### src/rtl/serial_add_pkg.sv
// Shared state encoding, default sizing and counter-width helper for the
// bit-serial adder sequencer.
package serial_add_pkg;

  typedef enum logic [1:0] {
    IDLE  = 2'd0,
    ISSUE = 2'd1,
    WAIT  = 2'd2,
    OUT   = 2'd3
  } state_t;

  localparam int DEF_WIDTH   = 8;
  localparam int DEF_TIMEOUT = 15;

  // Bits needed for a counter that must be able to hold the value TIMEOUT.
  function automatic int cnt_w(input int timeout);
    return $clog2(timeout + 1);
  endfunction

endpackage

### src/rtl/serial_add_seq_rise_det.sv
// One-cycle rising-edge detector for the fulladd done strobe; the pulse is
// high in the cycle where done is 1 and was 0 the cycle before.
module rise_det (
  input  logic i_clk,
  input  logic i_rst_n,
  input  logic i_done,
  output logic o_rise
);

  logic r_done_q;

  // Delay done by one cycle to compare against its previous value.
  always_ff @(posedge i_clk) begin
    if (!i_rst_n) begin
      r_done_q <= 1'b0;
    end else begin
      r_done_q <= i_done;
    end
  end

  assign o_rise = i_done & ~r_done_q;

endmodule

### src/rtl/serial_add_seq.sv
// Bit-serial operand sequencer: feeds fulladd one bit per transaction,
// chains the carry back and returns the assembled sum over valid/ready.
module serial_add_seq
  import serial_add_pkg::*;
#(
  parameter int WIDTH   = DEF_WIDTH,
  parameter int TIMEOUT = DEF_TIMEOUT
) (
  input  logic             i_clk,
  input  logic             i_rst_n,
  input  logic             i_in_valid,
  output logic             o_in_ready,
  input  logic [WIDTH-1:0] i_op_a,
  input  logic [WIDTH-1:0] i_op_b,
  input  logic             i_op_cin,
  output logic             o_fa_a,
  output logic             o_fa_b,
  output logic             o_fa_cin,
  output logic             o_fa_sample,
  input  logic             i_fa_sum,
  input  logic             i_fa_cout,
  input  logic             i_fa_done,
  output logic             o_out_valid,
  input  logic             i_out_ready,
  output logic [WIDTH-1:0] o_out_sum,
  output logic             o_out_cout,
  output logic             o_out_err
);

  localparam int IDX_W = $clog2(WIDTH);
  localparam int CNT_W = cnt_w(TIMEOUT);
  localparam logic [IDX_W-1:0] LAST_IDX = IDX_W'(WIDTH - 1);
  localparam logic [CNT_W-1:0] CNT_MAX  = CNT_W'(TIMEOUT);

  state_t             r_state;
  state_t             w_next_state;
  logic [WIDTH-1:0]   r_a;
  logic [WIDTH-1:0]   r_b;
  logic [WIDTH-1:0]   r_result;
  logic [WIDTH-1:0]   w_result_nxt;
  logic               r_carry;
  logic [IDX_W-1:0]   r_idx;
  logic [CNT_W-1:0]   r_cnt;
  logic [CNT_W-1:0]   w_cnt_inc;
  logic               w_rise;
  logic               w_last;
  logic               w_timeout;

  logic               r_in_ready;
  logic               r_fa_a;
  logic               r_fa_b;
  logic               r_fa_cin;
  logic               r_fa_sample;
  logic               r_out_valid;
  logic [WIDTH-1:0]   r_out_sum;
  logic               r_out_cout;
  logic               r_out_err;

  rise_det u_rise_det (
    .i_clk   (i_clk),
    .i_rst_n (i_rst_n),
    .i_done  (i_fa_done),
    .o_rise  (w_rise)
  );

  assign w_last    = (r_idx == LAST_IDX);
  assign w_cnt_inc = r_cnt + CNT_W'(1);
  // The wait ends after TIMEOUT cycles in WAIT; a rise in that last cycle still wins.
  assign w_timeout = (w_cnt_inc == CNT_MAX);

  // State register.
  always_ff @(posedge i_clk) begin
    if (!i_rst_n) begin
      r_state <= IDLE;
    end else begin
      r_state <= w_next_state;
    end
  end

  // Next-state decode.
  always_comb begin
    w_next_state = r_state;
    case (r_state)
      IDLE: begin
        if (i_in_valid) begin
          w_next_state = ISSUE;
        end else begin
          w_next_state = IDLE;
        end
      end
      ISSUE: begin
        w_next_state = WAIT;
      end
      WAIT: begin
        if (w_rise) begin
          if (w_last) begin
            w_next_state = OUT;
          end else begin
            w_next_state = ISSUE;
          end
        end else if (w_timeout) begin
          w_next_state = OUT;
        end else begin
          w_next_state = WAIT;
        end
      end
      OUT: begin
        if (i_out_ready) begin
          w_next_state = IDLE;
        end else begin
          w_next_state = OUT;
        end
      end
      default: begin
        w_next_state = IDLE;
      end
    endcase
  end

  // Result with the current bit merged in when fulladd reports completion.
  always_comb begin
    w_result_nxt = r_result;
    if ((r_state == WAIT) && w_rise) begin
      w_result_nxt[r_idx] = i_fa_sum;
    end else begin
      w_result_nxt = r_result;
    end
  end

  // Operand shifting, bit issue, result capture and output registers.
  always_ff @(posedge i_clk) begin
    if (!i_rst_n) begin
      r_a         <= '0;
      r_b         <= '0;
      r_result    <= '0;
      r_carry     <= 1'b0;
      r_idx       <= '0;
      r_cnt       <= '0;
      r_in_ready  <= 1'b1;
      r_fa_a      <= 1'b0;
      r_fa_b      <= 1'b0;
      r_fa_cin    <= 1'b0;
      r_fa_sample <= 1'b0;
      r_out_valid <= 1'b0;
      r_out_sum   <= '0;
      r_out_cout  <= 1'b0;
      r_out_err   <= 1'b0;
    end else begin
      r_in_ready  <= (w_next_state == IDLE);
      r_fa_sample <= (w_next_state == ISSUE);
      r_out_valid <= (w_next_state == OUT);
      case (r_state)
        IDLE: begin
          if (i_in_valid) begin
            r_a      <= i_op_a;
            r_b      <= i_op_b;
            r_carry  <= i_op_cin;
            r_idx    <= '0;
            r_result <= '0;
            r_fa_a   <= i_op_a[0];
            r_fa_b   <= i_op_b[0];
            r_fa_cin <= i_op_cin;
          end
        end
        ISSUE: begin
          r_cnt <= '0;
        end
        WAIT: begin
          if (w_rise) begin
            r_result <= w_result_nxt;
            r_carry  <= i_fa_cout;
            if (w_last) begin
              r_out_sum  <= w_result_nxt;
              r_out_cout <= i_fa_cout;
              r_out_err  <= 1'b0;
            end else begin
              // r_a[0]/r_b[0] are the bits just consumed; bit 1 is next.
              r_idx    <= r_idx + IDX_W'(1);
              r_a      <= r_a >> 1;
              r_b      <= r_b >> 1;
              r_fa_a   <= r_a[1];
              r_fa_b   <= r_b[1];
              r_fa_cin <= i_fa_cout;
            end
          end else if (w_timeout) begin
            r_cnt      <= w_cnt_inc;
            r_out_sum  <= r_result;
            r_out_cout <= r_carry;
            r_out_err  <= 1'b1;
          end else begin
            r_cnt <= w_cnt_inc;
          end
        end
        OUT: begin
          if (i_out_ready) begin
            r_out_err <= 1'b0;
          end
        end
        default: begin
          r_cnt <= '0;
        end
      endcase
    end
  end

  assign o_in_ready  = r_in_ready;
  assign o_fa_a      = r_fa_a;
  assign o_fa_b      = r_fa_b;
  assign o_fa_cin    = r_fa_cin;
  assign o_fa_sample = r_fa_sample;
  assign o_out_valid = r_out_valid;
  assign o_out_sum   = r_out_sum;
  assign o_out_cout  = r_out_cout;
  assign o_out_err   = r_out_err;

endmodule

### config.mk
export PLATFORM = sky130hd
export DESIGN_NAME = serial_add_seq
export DESIGN_NICKNAME = d
export VERILOG_FILES = /design/src/rtl/serial_add_pkg.sv /design/src/rtl/serial_add_seq_rise_det.sv /design/src/rtl/serial_add_seq.sv
export SDC_FILE = /design/constraint.sdc
export NUM_CORES = 1
export LEC_CHECK = 0
export BUFFER_PORTS_ARGS = -buffer_cell sky130_fd_sc_hd__buf_4
export CORE_AREA = 2 2 81 68
export CTS_CLUSTER_SIZE = 14
export DETAILED_ROUTE_END_ITERATION = 8
export DIE_AREA = 0 0 83 70
export GPL_ROUTABILITY_DRIVEN = 0
export PLACE_DENSITY = 0.78
export SLEW_MARGIN = 20
export SYNTH_ARGS = -nofsm -noshare
export SYNTH_HDL_FRONTEND = slang
export SYNTH_SLANG_ARGS = --single-unit
export TNS_END_PERCENT = 1
### constraint.sdc
create_clock -name i_clk -period 1.9 [get_ports i_clk]
set_input_delay 0.19 -clock i_clk [delete_from_list [all_inputs] [get_ports i_clk]]
set_output_delay 0.19 -clock i_clk [all_outputs]
set_load 0.02 [all_outputs]
==> impl_metrics.tcl <==
set metrics [dict create \
    reg2reg_from "r_cnt[0]$_SDFFE_PN0P_" \
    vias_per_cell 5.82 \
    fin_crit_sh_pct 93.8 \
    syn_nets 316 \
    firstDrtPassIters 4 \
    final_cell_mix "buf_4 (56), dfxtp_1 (46), nand2_1 (39)" \
    cp.required_ps 2100 \
    async_flop_share_pct 0 \
    worst_ir_drop_vdd_mv 0.488 \
    netlist-cell-type-count 46 \
    nets 359 \
    area_growth_pct 23.8 \
    antenna_found_initial 0 \
    hold_path_end "r_b[7]$_SDFFE_PN0P_" \
    row_count 24 \
    powerDensity_nw_per_um2 690 \
    cp.arrival_ps 1990 \
    portBuffers 39 \
    clock_skew_ps 7.27 \
    diodes 0 \
    root_buffer "clkbuf_8" \
    min_path_cells 3 \
    die_area_um2 5810 \
    crit_chain "ha_2 > nand3b_1 > a2111o_1 > and3_4 > o311a_1" \
    drc_errors 0 \
    grt_pass1_wl_um 9590 \
    r2r_slack_ps 120 \
    grt_pass1_vias 2050 \
    setup.worst_path.class "reg -> reg" \
    htreeDepth 2 \
    cp_slowest_cell "a2111o_1" \
    cp_slowest_stage_delay_ps 410 \
    clk-insertion-delay-late_ps 310 \
    min_path_type "in -> reg" \
    cts.sinks 49 \
    r2r_cells 5 \
    wirelength_um 5870 \
    yosysWarnings 0 \
    synthesis.area_um2 2430 \
    dp.cells 388 \
    cp-end-kind "register" \
    cts_tree "yes" \
    tns_ps 0 \
    fin_cells 397 \
    holdBufCountCts 0 \
    cts_setup_buffers 0 \
    synth-edff-count 0 \
    cp_max_fo 7 \
    r2r-end "o_out_sum[1]$_SDFFE_PN0P_" \
    core-area_um2 5130 \
    tightestPinTransition_ps 506 \
    worst-path-buf-inv 0 \
    max_freq_ghz 0.561 \
    p_leak_uw 0.00121 \
    hp-start "i_op_b[7]" \
    initial_core_util_pct 47.3 \
    drive_gt1_share_pct 22.3 \
    startpoint_type "register" \
    num_vias 2310 \
    ios 40 \
    fp.dieW_um 83 \
    whs_ps 125 \
    clk_pin_slew_worst_paths_ps 90 \
    overflow 0 \
    syn_avg_cell_area_um2 8.44 \
    status "finished, final reports clean" \
    yosysSeqAreaShare_pct 40.3 \
    hpwl_um 3950 \
    drv_cap 0 \
    slew_headroom_pct 66.2 \
    cp_top_family "compound AO/OA/AOI/OAI gates" \
    num-fill-cells 461 \
    synthCells 288 \
    gr-usage-all-layers_pct 20.2 \
    ys_ff_latch 49 \
    cts_buffer_depth 2 \
    routedWlPerCell_um 14.8 \
    final_common_cell "buf_4" \
    cts_buffers 5 \
    report.final.slew_viol_count 0 \
    finalSetupViolations 0 \
    ant_nets 0 \
    min_period_ps 1780 \
    multi_input_area_um2 1380 \
    ys.flop_type "dfxtp_1" \
    seq_area_um2 985 \
    hold_viol_final 0 \
    die_h_um 70 \
    drt_iter0_markers 117 \
    grt_max_degree 34 \
]
through the flow:
step                      util (%)  worst slack [ps]  power [uW]  area (um2)
after global routing          58.6             -9.25        2170        3010
after CTS                     57.5              37.4        2060        2950
final                         58.6               117        2080        3010
after floorplan                  -              6.61        1330        2430
after detailed placement      55.8             -14.4        1460        2860
after global placement        55.8              37.3        1460        2860
report_power, final:
part	leakage, uW	total [uW]	internal, uW	switching (uW)
clock network	0.0000385	612	261	350
registers	0.000402	1110	1080	30.1
logic	0.000771	355	162	193
tightest hold or removal path: stages:
cell     delay [ps]
buf_4            80
a22oi_1          50
nor2_1           80
synth_stat cells, types with 5 or more instances:
master	count	area [um2]
dfxtp_1	49	981
nand2_1	39	146
nor2_1	24	90.1
a21oi_1	21	105
clkbuf_1	17	63.8
a311oi_1	14	123
nand2b_1	13	81.3
nand3_1	9	45.0
nand4b_1	9	78.8
o311a_1	8	80.1
a21boi_1	7	52.6
o21ai_0	7	35.0
and3_1	6	37.5
nor2b_1	5	31.3
nor3b_1	5	37.5
sequential cells by signal, summed over array words and instances, names as in the netlist, 2 cells and up:
signal	count
r_result	8
r_idx	3
r_a	8
r_state	2
o_out_sum	8
r_b	8
r_cnt	4
routing by layer:
layer,vias up,GRT usage (%),part of all wire (%)
met5,-,0,0
met4,0,7.83,1.4
met3,8,4.02,3.3
met2,44,30.8,47
met1,1113,28.1,48
li1,1145,-,-
cell families (layout without fill, tap and decap cells):
logic type | Yosys count | after routing | share of synthesized area, %
AOI/OAI and AO/OA | 81 | 81 | 24.1
adders and majority gates | 4 | 4 | 2.06
buffers and inverters | 26 | 70 | 4.48
DFF | 49 | 49 | 40.3
muxes | 3 | 3 | 1.24
and+or+nand+nor | 125 | 125 | 27.8
worst max path at each step:
stage,start,endpoint,depth (start not counted)
floorplan,r_idx[0]$_SDFFE_PN0P_,r_a[0]$_SDFFE_PN0P_,7
finish,r_cnt[0]$_SDFFE_PN0P_,o_out_sum[1]$_SDFFE_PN0P_,5
CTS,r_idx[0]$_SDFFE_PN0P_,r_a[6]$_SDFFE_PN0P_,7
global placement,r_cnt[0]$_SDFFE_PN0P_,o_out_sum[2]$_SDFFE_PN0P_,5
global route,r_idx[0]$_SDFFE_PN0P_,r_b[3]$_SDFFE_PN0P_,7
detailed placement,r_cnt[0]$_SDFFE_PN0P_,o_out_sum[1]$_SDFFE_PN0P_,5
area by class of cell:
class / count / area share [%]
multi-input combinational: 213 / 45.8
sequential: 49 / 32.7
timing repair buffer: 58 / 15.5
tap: 65 / 2.70
clock buffer: 7 / 2.54
inverter: 4 / 0.499
clock inverter: 1 / 0.249
timing repair:
action | 4_1_cts | 5_1_grt
pin swaps | 0 | 3
resized for setup | 2 | 7
gates cloned | 0 | 1
setup endpoints to repair | 7 | 24
(Power assumes the default switching activity.)
